## src/rtl/uart_tx_fifo.sv

```systemverilog
// ---------------------------------------------------------------------------
// uart_tx_fifo
//   Transmit-side byte FIFO between the register block and the UART transmit
//   shifter. Writes come from the register block. The read port presents the
//   head byte in first-word fall-through form over a valid/ready handshake.
//   The block also reports occupancy, a sticky overflow flag and a TX
//   watermark interrupt.
//
// Parameters
//   DEPTH : number of byte entries (power of 2, >= 2)
//   AW    : pointer index width, derived from DEPTH
//
// Ports
//   clk, rst_n    : clock, asynchronous active-low reset
//   fifo_flush    : single-cycle pulse that empties the FIFO (beats push/pop)
//   wr_valid      : write strobe
//   wr_data       : byte to enqueue
//   wr_ready      : FIFO can accept a write (not full)
//   tx_valid      : head byte available (not empty)
//   tx_data       : head byte, 0 when empty
//   tx_ready      : transmitter accepts the head byte
//   cfg_thresh    : watermark level for irq_txwm
//   ovf_clr       : clears status_ovf
//   status_count  : occupancy, 0..DEPTH
//   status_empty  : occupancy == 0
//   status_full   : occupancy == DEPTH
//   status_ovf    : sticky, set when a write was dropped
//   irq_txwm      : high while status_count <= cfg_thresh
// ---------------------------------------------------------------------------
module uart_tx_fifo #(
   parameter int DEPTH = 16,
   parameter int AW    = $clog2(DEPTH)
) (
   input  logic          clk,
   input  logic          rst_n,
   input  logic          fifo_flush,
   input  logic          wr_valid,
   input  logic [7:0]    wr_data,
   output logic          wr_ready,
   output logic          tx_valid,
   output logic [7:0]    tx_data,
   input  logic          tx_ready,
   input  logic [AW:0]   cfg_thresh,
   input  logic          ovf_clr,
   output logic [AW:0]   status_count,
   output logic          status_empty,
   output logic          status_full,
   output logic          status_ovf,
   output logic          irq_txwm
);

   localparam logic [AW:0] PTR_ONE = {{AW{1'b0}}, 1'b1};

   logic [7:0]  r_mem [DEPTH];
   logic [AW:0] r_wp;
   logic [AW:0] r_rp;
   logic        r_ovf;

   logic        w_full;
   logic        w_empty;
   logic        w_push;
   logic        w_pop;
   logic        w_drop;

   // Pointers carry one extra wrap bit, so equal indices mean either empty
   // (wrap bits equal) or full (wrap bits differ).
   assign w_empty = (r_wp == r_rp);
   assign w_full  = (r_wp[AW] != r_rp[AW]) && (r_wp[AW-1:0] == r_rp[AW-1:0]);

   // Accept/drop decisions use registered full/empty only, so a pop in the
   // same cycle does not rescue a write to a full FIFO.
   assign w_push = wr_valid && !w_full && !fifo_flush;
   assign w_pop  = tx_ready && !w_empty && !fifo_flush;
   assign w_drop = wr_valid && w_full;

   always_ff @(posedge clk or negedge rst_n) begin
      if (!rst_n) begin
         r_wp  <= '0;
         r_rp  <= '0;
         r_ovf <= 1'b0;
      end else begin
         // NOTE: sequential state uses non-blocking assignments so every
         // register samples pre-edge values regardless of statement order.
         if (fifo_flush) begin
            r_wp <= '0;
            r_rp <= '0;
         end else begin
            if (w_push) r_wp <= r_wp + PTR_ONE;
            if (w_pop)  r_rp <= r_rp + PTR_ONE;
         end
         // Set beats clear when both happen in the same cycle.
         if (w_drop)       r_ovf <= 1'b1;
         else if (ovf_clr) r_ovf <= 1'b0;
      end
   end

   // NOTE: the storage array has no reset; stale entries are never visible
   // because tx_data is forced to 0 when empty and reads only follow pushes.
   always_ff @(posedge clk) begin
      if (w_push) r_mem[r_wp[AW-1:0]] <= wr_data;
   end

   assign status_count = r_wp - r_rp;
   assign status_empty = w_empty;
   assign status_full  = w_full;
   assign status_ovf   = r_ovf;
   assign wr_ready     = !w_full;
   assign tx_valid     = !w_empty;
   assign tx_data      = w_empty ? 8'h00 : r_mem[r_rp[AW-1:0]];
   assign irq_txwm     = (status_count <= cfg_thresh);

endmodule

```

## config.mk

```make
export PLATFORM = sky130hd
export DESIGN_NAME = uart_tx_fifo
export DESIGN_NICKNAME = d
export VERILOG_FILES = /design/src/rtl/uart_tx_fifo.sv
export SDC_FILE = /design/constraint.sdc
export NUM_CORES = 1
export LEC_CHECK = 0
export CELL_PAD_IN_SITES_DETAIL_PLACEMENT = 1
export CELL_PAD_IN_SITES_GLOBAL_PLACEMENT = 1
export CORE_MARGIN = 4
export CORE_UTILIZATION = 46
export DETAILED_ROUTE_END_ITERATION = 8
export GPL_TIMING_DRIVEN = 0
export MAX_ROUTING_LAYER = met4
export PLACE_DENSITY_LB_ADDON = 0.1
export SLEW_MARGIN = 10
export SYNTH_ARGS = -nofsm -noshare
export SYNTH_HDL_FRONTEND = slang
export SYNTH_SLANG_ARGS = --single-unit
export TNS_END_PERCENT = 5
```

## constraint.sdc

```tcl
create_clock -name clk -period 3 [get_ports clk]
set_input_delay 0.6 -clock clk [delete_from_list [all_inputs] [get_ports clk]]
set_output_delay 0.6 -clock clk [all_outputs]
set_load 0.02 [all_outputs]
```

==> impl_metrics.yaml, run 1 <==
status:
  status: "finished, violations left"
  violations: "negative setup slack"
clock_tree:
  cts_inserted_buffers: 17
  clock_sinks: 139
  cts_root_buf: "clkbuf_16"
  tritoncts: "built"
  clkTransAtPathRegs_ns: 0.06
  clk_latency_ns: 0.42
  htreeDepth: 4
  clockBufferDepth: 2
  hold_buffers: 0
drt:
  drt_iter0_drc: 181
  viasPerCell: 5.38
  ant_nets: 0
  totalWireLength_um: 13600
  route.detailed.wl_per_inst_um: 23.4
  first_pass_iters: 4
  vias: 3124
  drc_errors: 0
floorplan:
  start_util: 0.470
  fp.dieH_um: 122
  boundaryPins: 38
  core_um2: 12600
  die-area_um2: 14800
  num_rows: 41
  die_x_um: 122
logic_synthesis:
  synth_top_area_share: 0.648
  yosys-top-cells-count: "edfxtp_1, mux4_2, nor2_1"
  ys_ff_latch: 139
  syn_area_per_cell_um2: 18.1
  ys.flop_type: "edfxtp_1"
  synth_area_leader_cell: "edfxtp_1"
  synth_fp_nets: 362
  post_synth_num_cell_types: 34
  synth_edf_count: 128
  synth.most_common_cell: "edfxtp_1"
  synth_seq_area_share: 0.695
  synthArstFlopShare: 0.0791
  yosys_warnings: 0
  syn_area_um2: 5930
  synthCells: 328
  synth.area.top_cells: "edfxtp_1, mux4_2, dfrtp_1"
worst_setup_path:
  startpoint_type: "flip-flop"
  slowest_delay_ns: 0.40
  endpoint_kind: "primary output"
  reg2reg_depth: 8
  crit_chain: "inv_2, ha_1, inv_1, fa_2, a21o_1, a21oi_2, xnor2_2, ha_1, nand2_1, o22ai_1, a21o_1, buf_6"
  r2r_setup_slack_ns: 0.18
  crit_arrival_ns: 2.69
  slowest_stage: "dfrtp_1"
  path_max_fanout: 3
  reg2reg_to: "r_mem[0][0]"
  r2r-start: "r_rp[3]"
  cp.required_ns: 2.40
  crit_type: "reg -> out"
pwr:
  vdd_ir_drop_max_uv: 373
  power.total_mw: 5.14
  power_density_nw_per_um2: 692
  p_leak_nw: 2.56
placement:
  routabilityCongestion: 0.793
  dpl.hpwl_um: 8430
  place_area_um2: 6580
  io_buffers: 37
finish:
  layout.nets: 431
  antennaDiodeCount: 0
  stdcell_area_um2: 7420
  area_growth_pct: 25.2
  drive_gt1_frac: 0.325
  n_fill_cell: 1140
timing:
  slew_headroom: 0.533
  fin_crit_sh: 1.10
  report.final.slew_viol_count: 0
  grt_setup_unrepaired: "yes"
  hold_viol: 0
  setup_viol: 9
  max_freq_mhz: 304
  fin_worst_skew_ns: 0.00571
  min_period_ns: 3.29
  tightest_slew_ns: 0.700
  worst_slack_ns: -0.292
global_route:
  antenna_found_initial: 0
  grt_pass1_wl_um: 20400
  grt_usage: 0.203
  first_global_vias: 3320
  grt_overflow_total: 0
  grt_start_max_net_pins: 17
worst_hold_path:
  hold_path.class: "in -> async"
run:
  maxCapViolCount: 0
[flip-flops by register name (all words and copies together), names as in the netlist]
signal      cells
r_rp            5
r_wp            5
status_ovf      1
r_mem         128
[cells by family (layout without fill, tap and decap cells)]
kind of cell / Yosys count / in the layout / synth area share
compound gates: 35 / 35 / 0.0340
xor+xnor: 13 / 13 / 0.0192
simple gates: 46 / 46 / 0.0344
flops: 139 / 139 / 0.695
fa+ha+maj: 15 / 15 / 0.0329
buf+inv: 31 / 112 / 0.0270
mux: 49 / 49 / 0.158
[layout by cell type, fill, tap and decap left out, drive strengths merged]
master,Yosys,layout
a211oi,2,2
a21o,3,3
a21oi,14,14
and4,1,1
buf,10,31
bufinv,0,2
clkbuf,6,23
clkdlybuf4s15,0,4
clkdlybuf4s50,0,20
clkinv,0,8
clkinvlp,0,3
dfrtp,11,11
dlygate4sd2,0,6
edfxtp,128,128
fa,1,1
ha,14,14
inv,15,15
mux2,8,8
mux2i,9,9
mux4,32,32
nand2,8,8
nand2b,2,2
nand3,3,3
nand4,4,4
nor2,23,23
nor2b,1,1
nor3,4,4
o211ai,2,2
o21a,1,1
o21ai,11,11
o22ai,2,2
xnor2,9,9
xor2,4,4
[layer usage]
metal	track usage	wire, µm
met5	-	0
met4	0.0826	233
met3	0.0378	289
met2	0.311	6890
met1	0.272	6170
[critical path, delay by kind of cell, from the launching register on]
kind                     cells  cell delay [ns]
AO/OA/AOI/OAI                4             0.55
XOR/XNOR                     1             0.11
adder cells (fa/ha/maj)      3             0.84
buffers and inverters        3             0.29
flip-flops                   1             0.40
AND/OR/NAND/NOR              1             0.08
[through the flow]
step,setup WS (ns),util,setup TNS (ns),hold WS (ns),cells
2_1_floorplan,-0.0969,-,-2.39,0.304,328
3_3_place_gp,-1.26,0.520,-120.52,0.526,537
3_5_place_dp,-0.973,0.521,-112.74,0.536,538
4_1_cts,-0.397,0.581,-1.95,0.551,575
5_1_grt,-0.407,0.588,-2.46,0.585,581
6_report,-0.292,0.588,-0.896,0.551,581
[report_power, final]
group          internal (mW)  switching, mW  total [mW]  leakage (nW)
Clock                   1.21          0.764        1.97         0.269
Combinational          0.482          0.534        1.02         0.983
Sequential              2.14         0.0143        2.15          1.30
Total                   3.83           1.31        5.14          2.55
[area by class of cell]
| cell class | count | area (µm²) | area share |
|---|---|---|---|
| sequential | 139 | 4120 | 0.555 |
| multi-input combinational | 158 | 1840 | 0.248 |
| timing repair buffer | 53 | 480 | 0.0647 |
| clock buffer | 18 | 429 | 0.0578 |
| tap | 172 | 215 | 0.0290 |
| buffer | 13 | 139 | 0.0187 |
| clock inverter | 13 | 129 | 0.0174 |
| inverter | 15 | 68.8 | 0.00927 |
[how the worst max path moves through the flow]
| stage | start | endpoint | slack [ns] | cells after the start |
|---|---|---|---|---|
| CTS | r_rp[1] | irq_txwm | -0.40 | 14 |
| detailed placement | r_rp[3] | tx_data[5] | -0.97 | 11 |
| global route | r_wp[0] | irq_txwm | -0.41 | 12 |
| global placement | r_rp[3] | r_mem[3][3] | -1.26 | 9 |
| finish | r_wp[0] | irq_txwm | -0.29 | 12 |
| floorplan | r_rp[1] | r_mem[3][0] | -0.1 | 11 |
[repair_timing]
item / 4_1_cts / 5_1_grt
gates resized for setup: 95 / 11
gates cloned: 1 / 0
pin swaps: 11 / 9
setup endpoints to repair: 145 / 135
setup buffers: 7 / 7
No activity file was read; power rests on OpenSTA's default activity.
==> inputs of run 2 (changes only) <==
ABC_CLOCK_PERIOD_IN_PS = 3000   (was default)
CAP_MARGIN = 20   (was default)
==> results of run 2 <==
Same layout as run 1: the final DEF is identical, and so are final timing and power.
==> inputs of run 3 (changes only) <==
ABC_AREA = 1   (was default)
CORE_UTILIZATION = 42   (was 46)
==> run 3 against run 2 <==
Compared with the run above: the flow still finishes with violations (negative setup slack); clock skew barely moved; non-clock buffer count up 13; worst setup slack gained 0.036 ns; via count rose by 51%; global-route usage is 1.8 points higher; design area rose by 7.6%; combinational power up 9.8%; wire length rose by 33%; area after synthesis grew 10%; utilization down 6.3 points; total power grew 5.3%.
==> impl_metrics.yaml, run 3 <==
pwr:
  power_density_nw_per_um2: 678
  p_comb_frac: 0.208
  p_switching_mw: 1.49
  power_frac_clock: 0.395
  switching_share: 0.276
  p_leak_nw: 3.52
  p_int_mw: 3.92
  vdd_ir_drop_max_uv: 465
  power_frac_seq: 0.397
clock_tree:
  hold_buffers: 0
  clk_latency_ns: 0.42
  htreeDepth: 4
  clock_sinks: 139
  cts_inserted_buffers: 17
  tritoncts: "built"
  clkTransAtPathRegs_ns: 0.06
  cts_root_buf: "clkbuf_16"
  clockBufferDepth: 2
floorplan:
  core_um2: 15200
  fp.dieH_um: 133
  die-area_um2: 17600
  die_x_um: 133
  boundaryPins: 38
  num_rows: 45
  start_util: 0.429
drt:
  vias: 4706
  ant_nets: 0
  viasPerCell: 5.00
  drt_iter0_drc: 246
  first_pass_iters: 7
  route.detailed.wl_per_inst_um: 19.1
  totalWireLength_um: 18000
  drc_errors: 0
placement:
  routabilityCongestion: 0.851
  dp.cells: 894
  io_buffers: 37
  dpl.hpwl_um: 12200
  place_area_um2: 7160
finish:
  antennaDiodeCount: 0
  n_fill_cell: 1703
  largest_reg_flops: 128
  layout.nets: 775
  register_area_um2: 4120
  final_cells: 941
  final_core_utilization: 0.525
  mostFrequentLayoutCells: "nand2_1, edfxtp_1, inv_1"
  area_growth_pct: 22.4
  drive_gt1_frac: 0.129
  final_common_cell: "nand2_1"
  stdcell_area_um2: 7980
  multi_input_area_um2: 1920
timing:
  hold_viol: 0
  fin_setup_tns_ns: -1.46
  fin_crit_sh: 1.09
  report.final.slew_viol_count: 0
  min_period_ns: 3.26
  grt_setup_unrepaired: "yes"
  slew_headroom: 0.426
  holdWs_ns: 0.533
  setup_viol: 11
  worst_slack_ns: -0.256
  fin_worst_skew_ns: 0.00602
  tightest_slew_ns: 0.858
  max_freq_mhz: 307
logic_synthesis:
  synth_fp_nets: 701
  yosys-top-cells-count: "nand2_1, edfxtp_1, inv_1, nand3_1, nor2_1"
  synth_top_area_share: 0.589
  syn_area_um2: 6520
  ys_ff_latch: 139
  ys.flop_type: "edfxtp_1"
  syn_area_per_cell_um2: 9.78
  yosys_warnings: 0
  synth_seq_area_share: 0.632
  synthArstFlopShare: 0.0791
  post_synth_num_cell_types: 30
  synth.area.top_cells: "edfxtp_1, nand2_1, inv_1"
  synth_area_leader_cell: "edfxtp_1"
  synth.most_common_cell: "nand2_1"
  synth_edf_count: 128
  synthCells: 667
worst_setup_path:
  cp.required_ns: 2.40
  cpLargestDelayFamily: "adder cells"
  worst-path-buf-inv: 5
  path_max_fanout: 4
  slowest_delay_ns: 0.37
  crit_arrival_ns: 2.66
  startpoint_type: "flip-flop"
  slowest_stage: "dfrtp_1"
  crit_chain: "buf_6, clkinv_8, buf_12, fa_2, nand3_2, nand2_2, xnor2_2, ha_1, nand2_2, buf_4, o221ai_2, nand2_2, buf_6"
  crit_path_frequent_cell: "nand2_2"
  crit_type: "reg -> out"
  endpoint_kind: "primary output"
  cp-startpoint: "r_rp[1]"
  r2r-start: "r_rp[1]"
global_route:
  grt_pass1_wl_um: 28400
  grt_start_max_net_pins: 17
  grt_usage: 0.221
  antenna_found_initial: 0
  grt_overflow_total: 0
  first_global_vias: 5060
worst_hold_path:
  min-delay-start: "status_ovf"
  hold_path.class: "reg -> reg"
status:
  violations: "negative setup slack"
  status: "finished, violations left"
run:
  maxCapViolCount: 0
-- run 3: cell count changes after synthesis, sizes merged, moves of 4 or more --
cell and delta:
buf +10, mux2 -8, clkinv +4, mux2i -9, xnor2 -8, inv +94, mux4 -32, nand2 +234
nand3 +70
-- run 3: through the flow --
| stage | setup slack [ns] | power, mW |
|---|---|---|
| finish | -0.256 | 5.41 |
| global route | -0.381 | 5.65 |
| CTS | -0.253 | 5.43 |
| detailed placement | -0.695 | 3.27 |
| global placement | -0.664 | 3.24 |
| floorplan | 0.0593 | 2.82 |
-- run 3: power groups by stage --
stage                     clock, mW  sequential (mW)  combinational (mW)
final                          2.14             2.15                1.12
after detailed placement          0             2.19                1.07
after CTS                      2.16             2.15                1.12
after floorplan                   0             2.19               0.634
after global routing           2.26             2.15                1.24
after global placement            0             2.19                1.05
-- run 3: final timing paths --
kind	endpoint	slack [ns]	cells past startpoint
worst max-delay path	irq_txwm	-0.26	13
worst min-delay path	status_ovf	0.53	2
worst max register to register	r_mem[1][0]	0.37	11
worst min register to register	status_ovf	0.53	2
max in group asynchronous	r_rp[0]	1.98	1
min in group asynchronous	r_wp[1]	0.57	1
-- run 3: final cells by class --
| class | instances | share of cell area |
|---|---|---|
| Clock buffer | 21 | 0.0552 |
| Multi-Input combinational cell | 391 | 0.241 |
| Sequential cell | 139 | 0.516 |
| Inverter | 113 | 0.0553 |
| Buffer | 24 | 0.0229 |
| Tap cell | 188 | 0.0295 |
| Timing Repair Buffer | 55 | 0.0617 |
| Clock inverter | 10 | 0.0186 |
-- run 3: routing by layer --
layer	track usage	up-vias	share of wire
li1	-	2278	-
met1	0.266	2311	0.41
met2	0.381	92	0.53
met3	0.0384	25	0.038
met4	0.0676	0	0.018
met5	-	-	0
-- run 3: worst register-to-register path: stages, from the launching register on --
cell	delay, ns
dfrtp_1	0.37
buf_6	0.14
clkinv_8	0.05
buf_12	0.12
ha_1	0.26
nand2_1	0.11
nor2_1	0.08
nand2_2	0.11
nand2_4	0.12
nor2_8	0.15
nand2_2	0.14
nor2_1	0.62
-- run 3: repair_timing --
action,CTS,global route
pin swaps,8,8
resized for setup,49,3
setup buffers,12,4
endpoints found under the setup margin,113,13
-- run 3: kinds of logic after synthesis --
kind of cell | share of synthesized area
flip-flops | 0.632
adder cells (fa/ha/maj) | 0.0299
XOR/XNOR | 0.0106
AND/OR/NAND/NOR | 0.219
AO/OA/AOI/OAI | 0.0215
buffers and inverters | 0.0873
